File: config.mk
export PLATFORM = sky130hd
export DESIGN_NAME = key_event_decoder
export DESIGN_NICKNAME = d
export VERILOG_FILES = /design/src/rtl/key_event_decoder.sv
export SDC_FILE = /design/constraint.sdc
export NUM_CORES = 1
export LEC_CHECK = 0
export BUFFER_PORTS_ARGS = -buffer_cell sky130_fd_sc_hd__buf_4
export CAP_MARGIN = 20
export CORE_MARGIN = 2
export CORE_UTILIZATION = 30
export DETAILED_ROUTE_END_ITERATION = 8
export PLACE_DENSITY = 0.55
export SETUP_SLACK_MARGIN = 0.5
export SLEW_MARGIN = 5
export SYNTH_ARGS = -nofsm -noshare
export SYNTH_HDL_FRONTEND = slang
export SYNTH_SLANG_ARGS = --single-unit
File: constraint.sdc
create_clock -name clk -period 2.4 [get_ports clk]
set_clock_uncertainty 0.05 [all_clocks]
set_input_delay 0.12 -clock clk [delete_from_list [all_inputs] [get_ports clk]]
set_output_delay 0.12 -clock clk [all_outputs]
set_load 0.005 [all_outputs]
File: src/rtl/key_event_decoder.sv
// Key gesture classifier: short press, double click, long press, auto-repeat.
// Takes an already-debounced key level and emits one-cycle registered pulses.
module key_event_decoder #(
    parameter int LONG_CYC   = 10000000,
    parameter int DBL_CYC    = 3000000,
    parameter int REPEAT_CYC = 2000000,
    parameter int CNT_W      = 24
) (
    input  logic clk,
    input  logic rst,
    input  logic key_level,
    output logic short_press,
    output logic double_click,
    output logic long_press,
    output logic repeat_pulse,
    output logic busy
);

    typedef enum logic [2:0] {
        IDLE,
        PRESS1,
        WAIT2,
        PRESS2,
        HOLD
    } state_t;

    localparam logic [CNT_W-1:0] LONG_LAST = CNT_W'(LONG_CYC - 1);
    localparam logic [CNT_W-1:0] DBL_LAST  = CNT_W'(DBL_CYC - 1);
    localparam logic [CNT_W-1:0] REP_LAST  = CNT_W'(REPEAT_CYC - 1);

    state_t           state;
    logic [CNT_W-1:0] cnt;
    logic             key_q;
    logic             key_q_d;
    logic             armed;
    logic             press_edge;

    // armed stays low until a released key is seen, so a key held across
    // reset never produces a press edge.
    always_ff @(posedge clk or posedge rst) begin
        if (rst) begin
            key_q   <= 1'b0;
            key_q_d <= 1'b0;
            armed   <= 1'b0;
        end else begin
            key_q   <= key_level;
            key_q_d <= key_q;
            armed   <= armed | ~key_level;
        end
    end

    assign press_edge = key_q & ~key_q_d & armed;
    assign busy       = (state != IDLE);

    always_ff @(posedge clk or posedge rst) begin
        if (rst) begin
            state        <= IDLE;
            cnt          <= '0;
            short_press  <= 1'b0;
            double_click <= 1'b0;
            long_press   <= 1'b0;
            repeat_pulse <= 1'b0;
        end else begin
            short_press  <= 1'b0;
            double_click <= 1'b0;
            long_press   <= 1'b0;
            repeat_pulse <= 1'b0;
            unique case (state)
                IDLE: begin
                    cnt <= '0;
                    if (press_edge) begin
                        state <= PRESS1;
                    end
                end
                PRESS1: begin
                    if (!key_q) begin
                        state <= WAIT2;
                        cnt   <= '0;
                    end else if (cnt == LONG_LAST) begin
                        long_press <= 1'b1;
                        state      <= HOLD;
                        cnt        <= '0;
                    end else begin
                        cnt <= cnt + CNT_W'(1);
                    end
                end
                WAIT2: begin
                    if (press_edge) begin
                        double_click <= 1'b1;
                        state        <= PRESS2;
                        cnt          <= '0;
                    end else if (cnt == DBL_LAST) begin
                        short_press <= 1'b1;
                        state       <= IDLE;
                        cnt         <= '0;
                    end else begin
                        cnt <= cnt + CNT_W'(1);
                    end
                end
                PRESS2: begin
                    cnt <= '0;
                    if (!key_q) begin
                        state <= IDLE;
                    end
                end
                HOLD: begin
                    if (!key_q) begin
                        state <= IDLE;
                        cnt   <= '0;
                    end else if (cnt == REP_LAST) begin
                        repeat_pulse <= 1'b1;
                        cnt          <= '0;
                    end else begin
                        cnt <= cnt + CNT_W'(1);
                    end
                end
                default: begin
                    state <= IDLE;
                    cnt   <= '0;
                end
            endcase
        end
    end

endmodule

Word level (Yosys, flattened, before mapping):

Index checks and enable logic that the tools add are counted.
Widths: inputs -> output; s select.

* register bits: 34
* latch bits: 0
* memory bits (writable): 0
* ROM bits: 0
* bits of input ports: 3
* output and inout port bits: 5
* logic and storage cells: 55
* memories kept: 0

* add/sub/neg operators: 1
* multipliers: 0
* div/mod/pow operators: 0
* order comparisons: 0
* equal/unequal tests: 11
* shifts and indexed selects: 0
* multiplexer cells: 25
* bitwise gates (word level): 5
* reduce and logical (&&, ||, !) cells: 4

Operators with widths (count)
* $mux 24: 6
* $pmux 24 s3: 1
* $add 24x1->24 const B: 1
* $eq 24x21->1 const B: 1
* $eq 24x22->1 const B: 1
* $eq 24x24->1 const B: 1
* $mux 3: 6
* $pmux 3 s4: 1
* $mux 1: 11
* $eq 3x2->1 const B: 2
* $ne 3x3->1 const B: 2
* $ne 2x2->1 const B: 2
* $reduce_and 4->1: 1
* $eq 3x1->1 const B: 1
* $eq 3x3->1 const B: 1
* $logic_not 3->1: 1
* $reduce_bool 3->1: 1
* $and 1x1->1: 2
* $not 1->1: 2
* $reduce_or 2->1: 1
* $or 1x1->1: 1

Depth between registers and ports, before layout:

* depth in word-level cells: 5
* depth in mapped cells: 7
* gate-level depth less buffers: 5

Least setup slack after synthesis:

No wires, ideal clock.

* kind: register -> register
* from: register cnt[0]
* to: register cnt[16]
* library setup time: 0.133 ns
* arrival: 1.659 ns
* data required time: 2.217 ns
* path slack: 0.558 ns
* stages on the path, launching flop included: 8
* path buffers: 2
* clock period less this slack: 1.842 ns
* path through: dfrtp_1 > ha_1 > and2_1 > buf_2 > nand4_1 > o31ai_2 > buf_2 > a32oi_1

* word-level cells in the longest chain between the ends: 4
* elaborated cells on any way between the ends: 11
* those cells by class: 1 x add/sub; 3 x eq/ne; 7 x mux

RTL lines
* start: declaration: line 32 `logic [CNT_W-1:0] cnt;`
* start signal: assignment: line 84 `cnt <= cnt + CNT_W'(1);`
* start signal: assignment: line 97 `cnt <= cnt + CNT_W'(1);`
* start signal: assignment: line 114 `cnt <= cnt + CNT_W'(1);`
* $add 24x1->24, or another cell as far along: line 84, 97, 114
* $mux 24, on equally long branches: line 110, 79, 92
* $mux 24, on equally long branches: line 107, 76, 88
* $pmux 24 s3 *: line 68 `unique case (state)`

Every way passes the cells marked *; elsewhere a longest branch is shown, timed or not.
A chain may end at the register's enable or synchronous reset.

Final worst setup path:

* from: register cnt[12]
* to: register cnt[23]

Same word-level chain as after synthesis.

==> summary.txt <==
Timing
  • RSZ-0062 raised after global routing: true
  • Worst slew pin tran: roughly 430 ps
  • Rel. slew slack: 71.3%
  • Fmax: 546 MHz
  • Setup TNS: 0 ps
  • Final worst path period need: 1830 ps
  • Count of final setup violators: 0
  • Hold Violations, Final: 0
  • Final worst-path cycle share: 76.3%
  • Fin. max-slew vios: 0

CTS
  • Clk slew on worst S/H paths: 70 ps
  • Num CTS Buffers: 5
  • Clock tree from TritonCTS: yes
  • Clock net sink count: 34
  • Clk root buf: clkbuf_8
  • H-tree levels: 2
  • Clock Path Buffers: 2
  • Worst-skew pair later-pin latency: between 200 and 300 ps

Pwr
  • Combinational fraction of design power: 15.7%
  • PnR Total Power: 1.20 mW
  • P_sw: around 0.32 mW
  • Sw frac: between 20% and 30%
  • Reg power frac: 51.2%
  • Worst vdd ir: 0.261 mV
  • PwrDens: 523 nW/um^2
  • Pleak: ~0.85 nW
  • Internal power: roughly 0.88 mW
  • Clk pwr share: 33.1%

Placed design
  • Placer Congestion: 0.808
  • DP Area: roughly 2000 um^2
  • Detail Placement HPWL: 2.85 mm
  • I/O Buffers: 7

Layout
  • Final instance area: 2300 um^2
  • Fin util: 38.4%
  • # nets final: between 200 and 250
  • Biggest register: cnt
  • Share of cells above drive strength 1: a little under a quarter
  • Max reg flops: 24
  • Area grow syn2layout: 22.8%
  • Most frequent cells in the layout: dfrtp_1 (29), buf_4 (17), a32oi_1 (13)
  • Layout fillers: slightly below 600
  • Commonest non-fill, non-tap cell in the layout: dfrtp_1
  • Antenna diode count: 0
  • Biggest regs: cnt (24), state (3)

Synthesis
  • Seq/Total Area, Yosys: 45.4%
  • Post-synthesis cell area: 1870 um^2
  • Cells after Synth: 187
  • Synth Net Count: 191
  • Synth unique cells: 38
  • Syn Area/Cell: around 10 um^2
  • FF+latch count, synth: 34
  • Synth warn: 0

Floorplan
  • Die area: approximately 6900 um^2
  • I/O pins: 8
  • Chip Height: around 83 um
  • FP Rows: 28
  • Initial Utilization: 31.3%
  • Core box area: ~6000 um^2
  • Die W: 83.0 um

Setup path
  • Startpoint types: flop
  • CP max FO: 8
  • CP arrival: 1980 ps
  • Worst setup EP type: flop
  • Crit Path Class: flop to flop
  • CP required: between 2000 and 3000 ps

Route
  • # DRC: 0
  • Post-DR wirelength/cell: 16.7 um
  • Iteration-0 DRC count of the detailed router: 139
  • Drt total wl: 4.74 mm
  • Via count: roughly 1,600
  • 1st-pass router iterations: 4
  • Vias per Instance: 5.69
  • Antenna Nets Post-Route: 0

Global route
  • First-pass GRT wire length: 7.67 mm
  • Total track usage: 13.7%
  • Initial antenna violation count: 0
  • Vias in the first global route: 1,461
  • Largest net degree at the start of global routing: 35
  • Gr ovfl total: 0

Run status
  • Status: finished clean

Worst hold path
  • Worst Hold Class: flop to flop

Job
  • Max-Cap Viols: 0
==> cell families after synthesis <==
logic type      count (synthesis)  synth area share [%]
simple gates                   81                  27.4
flops                          34                  45.4
xor+xnor                        9                  4.21
compound gates                 45                  18.0
fa+ha+maj                       1                 0.667
buf+inv                        17                  4.34
==> synth_stat cells <==
cell type,number,area share (%)
buf_4,3,1.2
nor4b_2,1,0.80
o31ai_2,1,0.67
a32oi_1,13,6.1
nor2b_1,4,1.3
dfrtp_1,34,45
and3b_1,1,0.47
a21oi_1,2,0.53
o21ai_2,2,0.93
o31ai_1,11,4.4
or4_1,12,4.8
nand4bb_1,1,0.60
ha_1,1,0.67
o21a_1,1,0.40
and2_1,5,1.7
nor4_1,2,0.67
clkbuf_1,2,0.40
or2_2,2,0.67
xor2_1,8,3.7
nand4_1,9,3.0
nor3_1,2,0.53
nand3b_1,1,0.40
a31oi_1,11,3.7
nor2_1,5,1.0
nand2_1,10,2.0
and4b_1,1,0.53
nand3_1,7,1.9
nand2b_1,4,1.3
buf_2,5,1.3
o21ai_0,3,0.80
or3_1,5,1.7
and3_1,5,1.7
o311ai_1,1,0.47
xnor2_1,1,0.47
nand4_2,2,1.3
nand3_2,1,0.53
nor4bb_1,1,0.53
inv_1,7,1.4
==> metrics by stage <==
| stage | worst slack [ps] | hold slack [ps] | cells |
|---|---|---|---|
| 2_1_floorplan | 558 | 101 | 187 |
| 3_3_place_gp | 371 | 192 | 266 |
| 3_5_place_dp | 336 | 196 | 266 |
| 4_1_cts | 510 | 402 | 275 |
| 5_1_grt | 472 | 428 | 283 |
| 6_report | 569 | 407 | 283 |
==> layer usage <==
| metal | vias to the layer above | routed length (um) | global-route usage, % |
|---|---|---|---|
| li1 | 772 | - | - |
| met1 | 801 | 2340 | 19.8 |
| met5 | - | 0 | 0 |
| met2 | 33 | 2200 | 19.6 |
| met3 | 4 | 157 | 3.98 |
| met4 | 0 | 42 | 4.17 |
==> power by group through the flow <==
stage,combinational [mW],clock [mW],sequential (mW)
2_1_floorplan,0.104,0,0.620
5_1_grt,0.208,0.441,0.619
3_3_place_gp,0.140,0,0.625
4_1_cts,0.150,0.414,0.615
6_report,0.189,0.398,0.616
3_5_place_dp,0.143,0,0.625
==> path summary, 6_finish.rpt <==
kind | from | endpoint | slack [ps] | cells past startpoint
max in group asynchronous | rst | cnt[12] | 1530 | 4
max reg2reg | cnt[12] | cnt[23] | 570 | 4
min in group asynchronous | rst | state[2] | 440 | 4
max | cnt[12] | cnt[23] | 570 | 4
min reg2reg | cnt[0] | cnt[0] | 410 | 1
min | cnt[0] | cnt[0] | 410 | 1
==> cell type report <==
| class | instances | area, um^2 | area share, % |
|---|---|---|---|
| clock buffer | 7 | 76.3 | 3.32 |
| timing repair buffer | 24 | 226 | 9.84 |
| tap | 75 | 93.8 | 4.08 |
| multi-input combinational | 136 | 1020 | 44.4 |
| inverter | 7 | 26.3 | 1.14 |
| sequential | 34 | 857 | 37.2 |
==> critical path, cell delays in order, from the launching register on <==
cell and delay, ps:
dfrtp_2 450, nand3_2 160, or4_1 510, or4_1 410
a32oi_1 170
==> repair_timing <==
item                                   4_1_cts  5_1_grt
endpoints found under the hold margin       36        0
pin swaps                                    0        8
buffers inserted                             0        6
setup endpoints to repair                   24       24
gates cloned                                 0        2
resized for setup                           10       19
hold buffers                                 2        0
(Power assumes the default switching activity.)
